File: src/rtl/if_prefetch.sv
// if_prefetch: instruction-fetch stage with a DEPTH-entry prefetch queue.
//
// Issues sequential word fetches to instruction memory while the queue has
// room. It hands {instruction, pc} pairs to ID over a valid/ready handshake.
// A branch redirect flushes the queue and drops any response still in flight.
//
// Ports
//   clk            rising-edge clock
//   resetn_i       asynchronous active-low reset
//   ID_IF_get_i    ID ready to accept an instruction
//   IF_ID_give_o   instruction valid towards ID (forced low in a branch cycle)
//   IF_ID_instr_o  instruction at the queue head
//   IF_ID_pc_o     address of IF_ID_instr_o
//   branch_i       redirect request
//   branch_addr_i  redirect target (bits [1:0] ignored)
//   MEM_addr_o     fetch address, stable while MEM_read_o is high
//   MEM_read_o     fetch request
//   MEM_data_i     fetch data, sampled when MEM_valid_i is high
//   MEM_valid_i    fetch response valid
module if_prefetch #(
  parameter int                 BITSIZE  = 32,
  parameter int                 DEPTH    = 4,
  parameter logic [BITSIZE-1:0] RESET_PC = '0
) (
  input  logic               clk,
  input  logic               resetn_i,
  input  logic               ID_IF_get_i,
  output logic               IF_ID_give_o,
  output logic [31:0]        IF_ID_instr_o,
  output logic [BITSIZE-1:0] IF_ID_pc_o,
  input  logic               branch_i,
  input  logic [BITSIZE-1:0] branch_addr_i,
  output logic [BITSIZE-1:0] MEM_addr_o,
  output logic               MEM_read_o,
  input  logic [31:0]        MEM_data_i,
  input  logic               MEM_valid_i
);

  localparam int                 PTR_W   = $clog2(DEPTH);
  localparam int                 CNT_W   = PTR_W + 1;
  localparam logic [CNT_W-1:0]   DEPTH_C = CNT_W'(DEPTH);
  localparam logic [BITSIZE-1:0] STEP    = BITSIZE'(4);

  typedef enum logic [1:0] {
    IDLE    = 2'd0,
    REQ     = 2'd1,
    DISCARD = 2'd2
  } state_t;

  state_t               state, state_nxt;
  logic [BITSIZE-1:0]   fetch_pc, fetch_pc_nxt;
  logic [BITSIZE-1:0]   req_addr, req_addr_nxt;
  logic [CNT_W-1:0]     count, count_nxt;
  logic [PTR_W-1:0]     rd_ptr, wr_ptr;
  logic [BITSIZE-1:0]   target;
  logic                 push, pop;

  logic [31:0]          instr_q [DEPTH];
  logic [BITSIZE-1:0]   pc_q    [DEPTH];

  function automatic logic [BITSIZE-1:0] word_align(input logic [BITSIZE-1:0] a);
    return a & ~BITSIZE'(3);
  endfunction

  assign target = word_align(branch_addr_i);

  // A response arriving together with a branch belongs to the old stream.
  assign push = (state == REQ) && MEM_valid_i && !branch_i;

  assign IF_ID_give_o  = (count != '0) && !branch_i;
  assign pop           = IF_ID_give_o && ID_IF_get_i;
  assign IF_ID_instr_o = instr_q[rd_ptr];
  assign IF_ID_pc_o    = pc_q[rd_ptr];

  assign MEM_read_o = (state == REQ) || (state == DISCARD);
  assign MEM_addr_o = req_addr;

  always_comb begin
    count_nxt = count;
    if (push && !pop) begin
      count_nxt = count + CNT_W'(1);
    end else if (!push && pop) begin
      count_nxt = count - CNT_W'(1);
    end
  end

  // Fetch FSM. A new request is only kept going when the slot for its
  // response is already guaranteed (count_nxt < DEPTH), so push never
  // overflows the queue.
  always_comb begin
    state_nxt    = state;
    fetch_pc_nxt = fetch_pc;
    req_addr_nxt = req_addr;
    case (state)
      IDLE: begin
        if (branch_i) begin
          fetch_pc_nxt = target;
        end else if (count < DEPTH_C) begin
          req_addr_nxt = fetch_pc;
          state_nxt    = REQ;
        end
      end
      REQ: begin
        if (branch_i) begin
          fetch_pc_nxt = target;
          // Without a response this cycle the request is still outstanding
          // and must be waited out, unchanged, in DISCARD.
          state_nxt    = MEM_valid_i ? IDLE : DISCARD;
        end else if (MEM_valid_i) begin
          fetch_pc_nxt = req_addr + STEP;
          if (count_nxt < DEPTH_C) begin
            req_addr_nxt = req_addr + STEP;
          end else begin
            state_nxt = IDLE;
          end
        end
      end
      DISCARD: begin
        if (branch_i) begin
          fetch_pc_nxt = target;
        end
        if (MEM_valid_i) begin
          state_nxt = IDLE;
        end
      end
      default: state_nxt = IDLE;
    endcase
  end

  always_ff @(posedge clk or negedge resetn_i) begin
    if (!resetn_i) begin
      state    <= IDLE;
      fetch_pc <= RESET_PC;
      req_addr <= RESET_PC;
      count    <= '0;
      rd_ptr   <= '0;
      wr_ptr   <= '0;
    end else begin
      state    <= state_nxt;
      fetch_pc <= fetch_pc_nxt;
      req_addr <= req_addr_nxt;
      if (branch_i) begin
        count  <= '0;
        rd_ptr <= '0;
        wr_ptr <= '0;
      end else begin
        count <= count_nxt;
        if (push) begin
          wr_ptr <= wr_ptr + PTR_W'(1);
        end
        if (pop) begin
          rd_ptr <= rd_ptr + PTR_W'(1);
        end
      end
    end
  end

  // Queue storage carries no reset; count qualifies every entry.
  always_ff @(posedge clk) begin
    if (push) begin
      instr_q[wr_ptr] <= MEM_data_i;
      pc_q[wr_ptr]    <= req_addr;
    end
  end

endmodule

File: config.mk
export PLATFORM = sky130hd
export DESIGN_NAME = if_prefetch
export DESIGN_NICKNAME = d
export VERILOG_FILES = /design/src/rtl/if_prefetch.sv
export SDC_FILE = /design/constraint.sdc
export NUM_CORES = 1
export LEC_CHECK = 0
export CORE_MARGIN = 4
export CORE_UTILIZATION = 50
export DETAILED_ROUTE_END_ITERATION = 16
export PLACE_DENSITY = 0.73
export SLEW_MARGIN = 30
export SYNTH_ARGS = -nofsm -noshare
export SYNTH_HDL_FRONTEND = slang
export SYNTH_SLANG_ARGS = --single-unit
File: constraint.sdc
create_clock -name clk -period 8.5 [get_ports clk]
set_input_delay 0.85 -clock clk [delete_from_list [all_inputs] [get_ports clk]]
set_output_delay 0.85 -clock clk [all_outputs]
set_load 0.005 [all_outputs]
==> results.md, run 1 <==
* Status: finished, final reports clean
* Worst slew margin relative to its limit at 41.8%
* Core Rows at 60
* Setup TNS at 0 ps
* Post-synth top cells: edfxtp_1 (256), nand2_1 (83), dfrtp_1 (73)
* Full die area at 30,200 um^2
* Total power per unit cell area at 322 nW/um^2
* Num ports at 167
* Cell class contributing the biggest share of worst-path delay: buffers and inverters
* Hold Crit Class: in2async
* Fraction of post-synthesis cell area in the top cell type by area at 55.9%
* Post-place instance area at 15,900 um^2
* Final Hold Fails at 0
* NumNets Final at 1,109
* Most repeated cell in the gate-level netlist after synthesis: edfxtp_1
* Antenna violations before repair at 1
* Area of the placeable core at 27,000 um^2
* Data required time of the worst path at 7650 ps
* IR Drop Worst-Case VDD at 0.336 mV
* First-pass GRT wire length at 47.0 mm
* Setup repair after global routing missed its margin: false
* Estimated wirelength of the detail-placed design at 18.8 mm
* LEAKAGE at 5.69 nW
* Netlist area before placement at 13,800 um^2
* Signed area change from the synthesized netlist to the final layout at 23.3%
* Routed vias/inst at 5.84
* TritonCTS sink count at 329
* N_diodes at 0
* Largest fanout on the critical path at 26
* Post-route ant nets at 0
* Maximum single-stage delay on the critical path at 770 ps
* Total Routed Length at 30.1 mm
* Final worst hold slack at 465 ps
* Cell taking the most area after synthesis: edfxtp_1
* Max-cap check violation count at 0
* H-tree level count at 2
* Starting Density at 50.9%
* Post-synth ARST share at 22.2%
* Clock root buffer: clkbuf_16
* Resized cells post-CTS at 0
* Detailed-route via count at 8,145
* Die height at 174 um
* 1st-pass router iterations at 7
* Final number of setup-violating endpoints at 0
* Largest net degree at the start of global routing at 80
* Startpoint type of the worst setup path: register
* Register-to-register path setup slack at 4650 ps
* Post-route design area at 17,000 um^2
* Number of distinct library cells after synthesis at 59
* Clock Skew at 10.5 ps
* Synth warn at 0
* Post-synthesis cell count at 867
* Global route overflow at 0
* Buffering stage count on the worst path with inverters included at 3
* Arrival time worst endpoint at 3110 ps
* Slew at the pin closest to its max-slew limit at 870 ps
* Max Transition Viols Final at 0
* Gr usage total at 19.7%
* DRC violation count after routing at 0
* Launch instance of the worst register-to-register path: state[1]
* Maximum clock path buffer count at 3
* Post-CTS setup buffer count at 0
* Layout cells sized above 1 at 14.7%
* Clock edge transition at the registers on the reported setup and hold paths at 60 ps
* Initial drt markers at 649
* Cell types occupying the most area after synthesis: edfxtp_1 (56%), dfrtp_1 (13%), mux4_2 (10%)
* Kind of end point of the critical path: primary output
* Type of the worst setup path: reg2out
* Routability congestion estimate at 0.826
* Crit path from: rd_ptr[0]
* Final Cycle Share at 46.6%
* Avg Inst Size Synth at 15.9 um^2
* Number of enable flip-flop cells after synthesis at 256
* Clock Latency Late Sink at 500 ps
* Die width at 174 um
* Synth Net Count at 947
* Vias in the first global route at 8,217
* Cell with the biggest individual delay on the critical path: dfrtp_4
* Reg-to-reg endpoint: instr_q[2][1]
* Fmax at 0.252 GHz
* Per-cell routed wire length at 21.6 um
* Clock buffer count from CTS at 35
* TritonCTS clock tree: done
* Hold buffers post-CTS at 0
* Period minus WS final at 3960 ps
* Cell-by-cell trace of the critical path: buf_4, buf_12, mux4_2, clkdlybuf4s50_1
* Flip-flop and latch count after synthesis at 329
* Part of the Yosys area used for sequential elements at 69.1%
* Power, Total at 0.00547 W
* Number of port buffers at 164
* Final Core Density at 62.8%
* Top FF cell, synth: edfxtp_1
* Worst r2r path cells at 8
## worst max path at each step
stage / endpoint / depth (start not counted) / slack, ps
after floorplan: instr_q[0][0] / 7 / 4960
after global placement: instr_q[2][5] / 6 / 4560
after detailed placement: fetch_pc[12] / 5 / 4590
after CTS: IF_ID_pc_o[13] / 3 / 4310
after global routing: IF_ID_pc_o[12] / 4 / 4300
final: IF_ID_pc_o[13] / 4 / 4540
## through the flow
step                      setup slack, ps  std cells
final                                4540       1395
after global routing                 4300       1395
after CTS                            4310       1394
after detailed placement             4590       1332
after global placement               4560       1326
after floorplan                      4960        867
## cells by family (layout without fill, tap and decap cells)
group,count (synthesis),in the layout,synth area share [%]
flip-flops,329,329,69.1
adder cells (fa/ha/maj),11,11,1.00
buffers and inverters,64,251,1.91
multiplexers,68,68,10.8
AND/OR/NAND/NOR,214,214,7.77
AO/OA/AOI/OAI,147,147,7.26
XOR/XNOR,34,34,2.16
## worst reg2reg max path, delay by kind of cell, from the launching register on
| family | cells | cell delay (ps) |
|---|---|---|
| buffers and inverters | 5 | 1910 |
| and+or+nand+nor | 2 | 1000 |
| DFF | 1 | 450 |
| adders and majority gates | 1 | 170 |
## flip-flops by register name, indices dropped and copies added (netlist names)
name        flops
MEM_addr_o     32
wr_ptr          2
instr_q       128
fetch_pc       32
state           2
rd_ptr          2
count           3
pc_q          128
## cell type report
class / count / area [um^2]
clock inverter: 17 / 146
clock buffer: 45 / 955
multi-input combinational: 474 / 4020
tap: 341 / 427
fill: 1947 / 10100
inverter: 10 / 37.5
sequential: 329 / 9520
timing repair buffer: 179 / 1870
## metal layers
| metal | global-route usage (%) | part of all wire, % |
|---|---|---|
| met1 | 28.4 | 44 |
| met2 | 31.6 | 49 |
| met3 | 3.81 | 5.9 |
| met5 | 0 | 0.056 |
| met4 | 4.42 | 1.5 |
## placed cells by master, fill, tap and decap left out, types with 11 or more instances in the layout
cell / synthesis / final
a21oi_1: 29 / 29
dfrtp_1: 73 / 71
o22ai_1: 11 / 11
xor2_1: 16 / 16
a2bb2oi_1: 11 / 11
clkdlybuf4s50_1: 0 / 163
o21ai_0: 31 / 31
nand3_1: 37 / 37
o211ai_1: 18 / 18
nor2_1: 38 / 38
mux4_2: 64 / 64
clkbuf_16: 0 / 36
nand2_1: 83 / 83
edfxtp_1: 256 / 256
xnor2_1: 18 / 18
## report_power, final
group / switching, W / total [W] / internal, W
combinational: 0.000799 / 0.00164 / 0.000845
clock: 0.000591 / 0.00145 / 0.000857
sequential: 0.000329 / 0.00238 / 0.00205
total: 0.00172 / 0.00547 / 0.00375
Power figures use the tool's default switching activity.
==> run 2: changes to the inputs <==
- PLACE_DENSITY: 0.73 -> 0.76
- clock period: 8.5 -> 3.6 ns (I/O delays scaled with it)
==> run 2 against run 1 <==
Effect of this change: critical path depth is 1 lower; sequential share of layout area is 0.11 points higher; clock power is 140% higher; first-iteration DRC count is 5.5% higher; worst setup slack worse by 4000 ps; clock skew is 2.7 ps higher; critical path type unchanged; worst hold slack worse by 47 ps; die area stayed put; total power is 140% higher; final area is 0.20% lower; core utilization is 0.12 points lower; non-clock buffer count is 7 higher.
==> results.md, run 2 (synthesis gave the netlist of run 1 again) <==
* Status: finished, final reports clean
* Die height at 174 um
* Post-route design area at 16,900 um^2
* Largest fanout on the critical path at 33
* Type of the worst setup path: reg2out
* Total Routed Length at 30.7 mm
* Period minus WS final at 3030 ps
* Buffering stage count on the worst path with inverters included at 2
* First-pass GRT wire length at 48.3 mm
* Routed vias/inst at 5.88
* Routability congestion estimate at 0.828
* Worst r2r path cells at 9
* Worst slew margin relative to its limit at 49.0%
* Switching Share at 31.6%
* Setup TNS at 0 ps
* Post-place instance area at 15,800 um^2
* Arrival time worst endpoint at 2670 ps
* Largest net degree at the start of global routing at 65
* Internal power at 0.00885 W
* N_diodes at 0
* Gr usage total at 20.1%
* Largest registers: instr_q x128, pc_q x128
* Clock edge transition at the registers on the reported setup and hold paths at 60 ps
* Reg-to-reg endpoint: MEM_addr_o[4]
* Count of filler cells inserted in the layout at 1,972
* Global route overflow at 0
* H-tree level count at 2
* Maximum clock path buffer count at 3
* Kind of end point of the critical path: primary output
* Startpoint type of the worst setup path: register
* LEAKAGE at 5.67 nW
* Per-cell routed wire length at 21.9 um
* Cell class contributing the biggest share of worst-path delay: buffers and inverters
* TritonCTS sink count at 329
* DRC violation count after routing at 0
* Commonest cells after routing, fill and taps aside: edfxtp_1 (256), clkdlybuf4s50_1 (163), nand2_1 (83)
* Cell with the biggest individual delay on the critical path: dfrtp_4
* Cell-by-cell trace of the critical path: buf_12, mux4_2, clkdlybuf4s50_1
* Capture point of the worst path: IF_ID_pc_o[31]
* Full die area at 30,200 um^2
* 1st-pass router iterations at 5
* Final Hold Fails at 0
* Clock root buffer: clkbuf_16
* Hold Crit Class: in2async
* Initial drt markers at 685
* Setup repair after global routing missed its margin: false
* Resized cells post-CTS at 0
* Combinational fraction of design power at 30.2%
* Launch instance of the worst register-to-register path: state[1]
* Num ports at 167
* IR Drop Worst-Case VDD at 0.389 mV
* Fmax at 0.330 GHz
* Antenna violations before repair at 2
* Die width at 174 um
* Vias in the first global route at 8,486
* Clock Latency Late Sink at 510 ps
* Logic depth of the worst setup path including buffers at 3
* TritonCTS clock tree: done
* Final number of setup-violating endpoints at 0
* Layout cells sized above 1 at 14.7%
* Starting Density at 50.9%
* Estimated wirelength of the detail-placed design at 18.9 mm
* Sequential power share at 43.4%
* Final Cycle Share at 84.1%
* Clock Skew at 13.2 ps
* Clock buffer count from CTS at 35
* Number of port buffers at 164
* Crit path from: rd_ptr[0]
* Maximum single-stage delay on the critical path at 750 ps
* Data required time of the worst path at 3240 ps
* Post-route ant nets at 0
* Register-to-register path setup slack at 870 ps
* Core Rows at 60
* Max Transition Viols Final at 0
* Clock network fraction of design power at 26.4%
* Max-cap check violation count at 0
* Final worst hold slack at 419 ps
* Signed area change from the synthesized netlist to the final layout at 23.1%
* Area of the placeable core at 27,000 um^2
* Detailed-route via count at 8,256
* P_sw at 0.00409 W
* NumNets Final at 1,116
* Slew at the pin closest to its max-slew limit at 763 ps
* Commonest non-fill, non-tap cell in the layout: edfxtp_1
* Total power per unit cell area at 763 nW/um^2
==> run 2: changes by cell type in the layout (fill, tap and decap cells not counted), moves of 2 or more <==
cell and change:
clkinv_2 -8, buf_4 +10, clkinvlp_4 +2, buf_16 -4, clkbuf_1 +6
==> run 2: area by class of cell <==
| cell class | instances | area (um^2) | area share, % |
|---|---|---|---|
| Timing Repair Buffer | 186 | 1850 | 10.9 |
| Multi-Input combinational cell | 474 | 4010 | 23.7 |
| Sequential cell | 329 | 9520 | 56.2 |
| Tap cell | 341 | 427 | 2.52 |
| Clock buffer | 52 | 991 | 5.85 |
| Clock inverter | 11 | 100 | 0.591 |
| Inverter | 10 | 37.5 | 0.222 |
==> run 2: worst register-to-register path: stages, from the launching register on <==
cell and delay, ps:
dfrtp_1 440, inv_1 140, ha_2 200, buf_4 370
nand4b_1 180, a2111oi_2 450, a211o_1 160, buf_4 360
o21a_1 200, a2bb2oi_1 150
==> run 2: how the worst min path moves through the flow <==
stage	to	cells past startpoint
floorplan	MEM_addr_o[0]	0
global placement	fetch_pc[25]	1
detailed placement	fetch_pc[25]	1
CTS	fetch_pc[3]	3
global route	fetch_pc[19]	3
finish	fetch_pc[25]	2
==> run 2: timing repair <==
| item | 4_1_cts | 5_1_grt |
|---|---|---|
| endpoints found under the hold margin | 25 | 0 |
| setup buffers | 0 | 0 |
| hold buffers | 1 | 0 |
==> run 2: per-layer routing <==
layer,track usage [%],up-vias,share of wire (%)
li1,-,3740,-
met1,29.4,4142,44
met2,31.7,313,47
met3,3.91,57,6.8
met4,4.92,4,2.2
met5,0,-,0.046
==> run 2: power groups by stage <==
stage / sequential (W) / combinational, W / clock, W
floorplan: 0.00537 / 0.00249 / 0
finish: 0.00561 / 0.00391 / 0.00341
global placement: 0.00565 / 0.00384 / 0
CTS: 0.00562 / 0.00394 / 0.00349
detailed placement: 0.00569 / 0.00392 / 0
global route: 0.00572 / 0.00426 / 0.00367
==> run 2: metrics by stage <==
| stage | setup WS [ps] | util, % | instances | total power [W] |
|---|---|---|---|---|
| final | 571 | 62.7 | 1403 | 0.0129 |
| after floorplan | 58.9 | - | 867 | 0.00785 |
| after CTS | 503 | 62.7 | 1403 | 0.0131 |
| after detailed placement | 864 | 58.6 | 1339 | 0.00961 |
| after global placement | 908 | 58.6 | 1339 | 0.00950 |
| after global routing | 413 | 62.7 | 1403 | 0.0137 |
==> run 3: changes to the inputs <==
- PLACE_DENSITY: 0.76 -> 0.73
- clock period: 3.6 -> 3.2 ns (I/O delays scaled with it)
==> run 3 against run 2 <==
Effect of this change: first-iteration DRC count rose by 11%; non-clock buffer count rose by 10; sequential share of layout area fell by 0.65 points; worst hold slack got worse by 0.76 ps; die area did not move; count of clock-buffer cells in the layout rose by 2; worst setup slack got worse by 280 ps; sequential cell count did not move; sequential power rose by 12%; clock skew rose by 2.7 ps; clock power rose by 12%; routed wire length fell by 0.91%; critical path type unchanged; largest power group unchanged.
==> results.md, run 3 (synthesis gave the netlist of run 1 again) <==
* Layer with the highest usage: met2
* Final number of setup-violating endpoints at 0
* Clock root buffer: clkbuf_16
* Detailed-route via count at 8,306
* Period minus WS final at 2910 ps
* Routability congestion estimate at 0.815
* Hold Crit Class: in2async
* Starting Density at 50.9%
* Gr usage total at 20.0%
* Count of filler cells inserted in the layout at 1,902
* Hold buffers post-CTS at 1
* Type of the worst setup path: reg2out
* Largest registers: instr_q x128, pc_q x128
* Initial drt markers at 760
* Startpoint type of the worst setup path: register
* Die height at 174 um
* Maximum clock path buffer count at 3
* Max-cap check violation count at 0
* Clock Latency Late Sink at 510 ps
* TritonCTS sink count at 329
* Post-route ant nets at 0
* Post-place instance area at 16,000 um^2
* Antenna violations before repair at 0
* Core Rows at 60
* Met3 layer usage reported by global route at 3.70%
* Worst r2r path cells at 6
* Met1 Track Usage GR at 28.9%
* LEAKAGE at 5.77 nW
* Largest fanout on the critical path at 23
* Routed vias/inst at 5.87
* Final worst hold slack at 418 ps
* Post-CTS setup buffer count at 0
* Clock edge transition at the registers on the reported setup and hold paths at 60 ps
* N_diodes at 0
* Num ports at 167
* Fmax at 0.343 GHz
* First-pass GRT wire length at 48.4 mm
* Clock buffer count from CTS at 35
* Die width at 174 um
* Clock Skew at 15.9 ps
* Worst slew margin relative to its limit at 49.5%
* Slew at the pin closest to its max-slew limit at 757 ps
* Commonest cells after routing, fill and taps aside: edfxtp_1 (256), clkdlybuf4s50_1 (163), nand2_1 (83)
* Estimated wirelength of the detail-placed design at 19.4 mm
* IR Drop Worst-Case VDD at 0.564 mV
* Total power per unit cell area at 855 nW/um^2
* Per-cell routed wire length at 21.5 um
* DRC violation count after routing at 0
* Max Transition Viols Final at 0
* Arrival time worst endpoint at 2590 ps
* GR Layer Usage met2 at 32.5%
* Data required time of the worst path at 2880 ps
* Number of port buffers at 164
* NumNets Final at 1,126
* Global route overflow at 0
* Final Core Density at 63.4%
* TritonCTS clock tree: done
* Commonest non-fill, non-tap cell in the layout: edfxtp_1
* Setup TNS at 0 ps
* Signed area change from the synthesized netlist to the final layout at 24.5%
* 1st-pass router iterations at 5
* Resized cells post-CTS at 0
* Largest net degree at the start of global routing at 58
* Status: finished, final reports clean
* Final Cycle Share at 91.0%
* Full die area at 30,200 um^2
* Setup repair after global routing missed its margin: false
* Area of the placeable core at 27,000 um^2
* Vias in the first global route at 8,436
* H-tree level count at 2
* Kind of end point of the critical path: primary output
* Post-route design area at 17,100 um^2
* Layout cells sized above 1 at 15.5%
* Final Hold Fails at 0
* Total Routed Length at 30.4 mm
* Power, Total at 0.0146 W
==> run 3: cell types whose count changed in the layout (fill, tap and decap cells not counted) <==
cell and change:
buf_12 +10, clkbuf_1 +2, clkinv_2 +2, clkinv_1 -1, clkinvlp_4 -1, inv_6 -1
==> run 3: worst max-delay path, stage by stage (launching register included) <==
cell	delay [ps]
dfrtp_4	760
buf_4	310
mux4_2	540
clkdlybuf4s50_1	460
==> run 3: through the flow <==
| stage | std cells | worst slack, ps |
|---|---|---|
| final | 1414 | 288 |
| after global routing | 1414 | 159 |
| after CTS | 1414 | 213 |
| after detailed placement | 1349 | 571 |
| after global placement | 1349 | 620 |
| after floorplan | 867 | 365 |
==> run 3: report_power, final <==
part / total [W] / internal [W] / switching, W
clock: 0.00381 / 0.00224 / 0.00157
combinational: 0.00454 / 0.00237 / 0.00217
sequential: 0.00629 / 0.00545 / 0.000847
==> run 3: metal layers <==
layer	vias to the layer above	wire (um)	share of wire, %
met3	39	1810	6.0
met1	4231	13300	44
li1	3756	-	-
met2	280	14700	48
met4	0	515	1.7
met5	-	0	0
==> run 3: area by class of cell <==
class / instances / area [um^2] / area share (%)
inverter: 10 / 37.5 / 0.219
timing repair buffer: 196 / 2050 / 12.0
clock buffer: 54 / 998 / 5.83
sequential: 329 / 9520 / 55.6
clock inverter: 10 / 90.1 / 0.526
multi-input combinational: 474 / 4010 / 23.4
tap: 341 / 427 / 2.49
==> run 3: path summary, 6_finish.rpt <==
check	from	end	slack (ps)
setup reg to reg	state[1]	instr_q[3][19]	560
hold / removal	resetn_i	count[0]	420
max in group asynchronous	resetn_i	fetch_pc[10]	2050
setup / recovery	rd_ptr[0]	IF_ID_pc_o[2]	290
min in group clk	branch_addr_i[14]	fetch_pc[14]	420
hold reg to reg	fetch_pc[0]	fetch_pc[0]	480
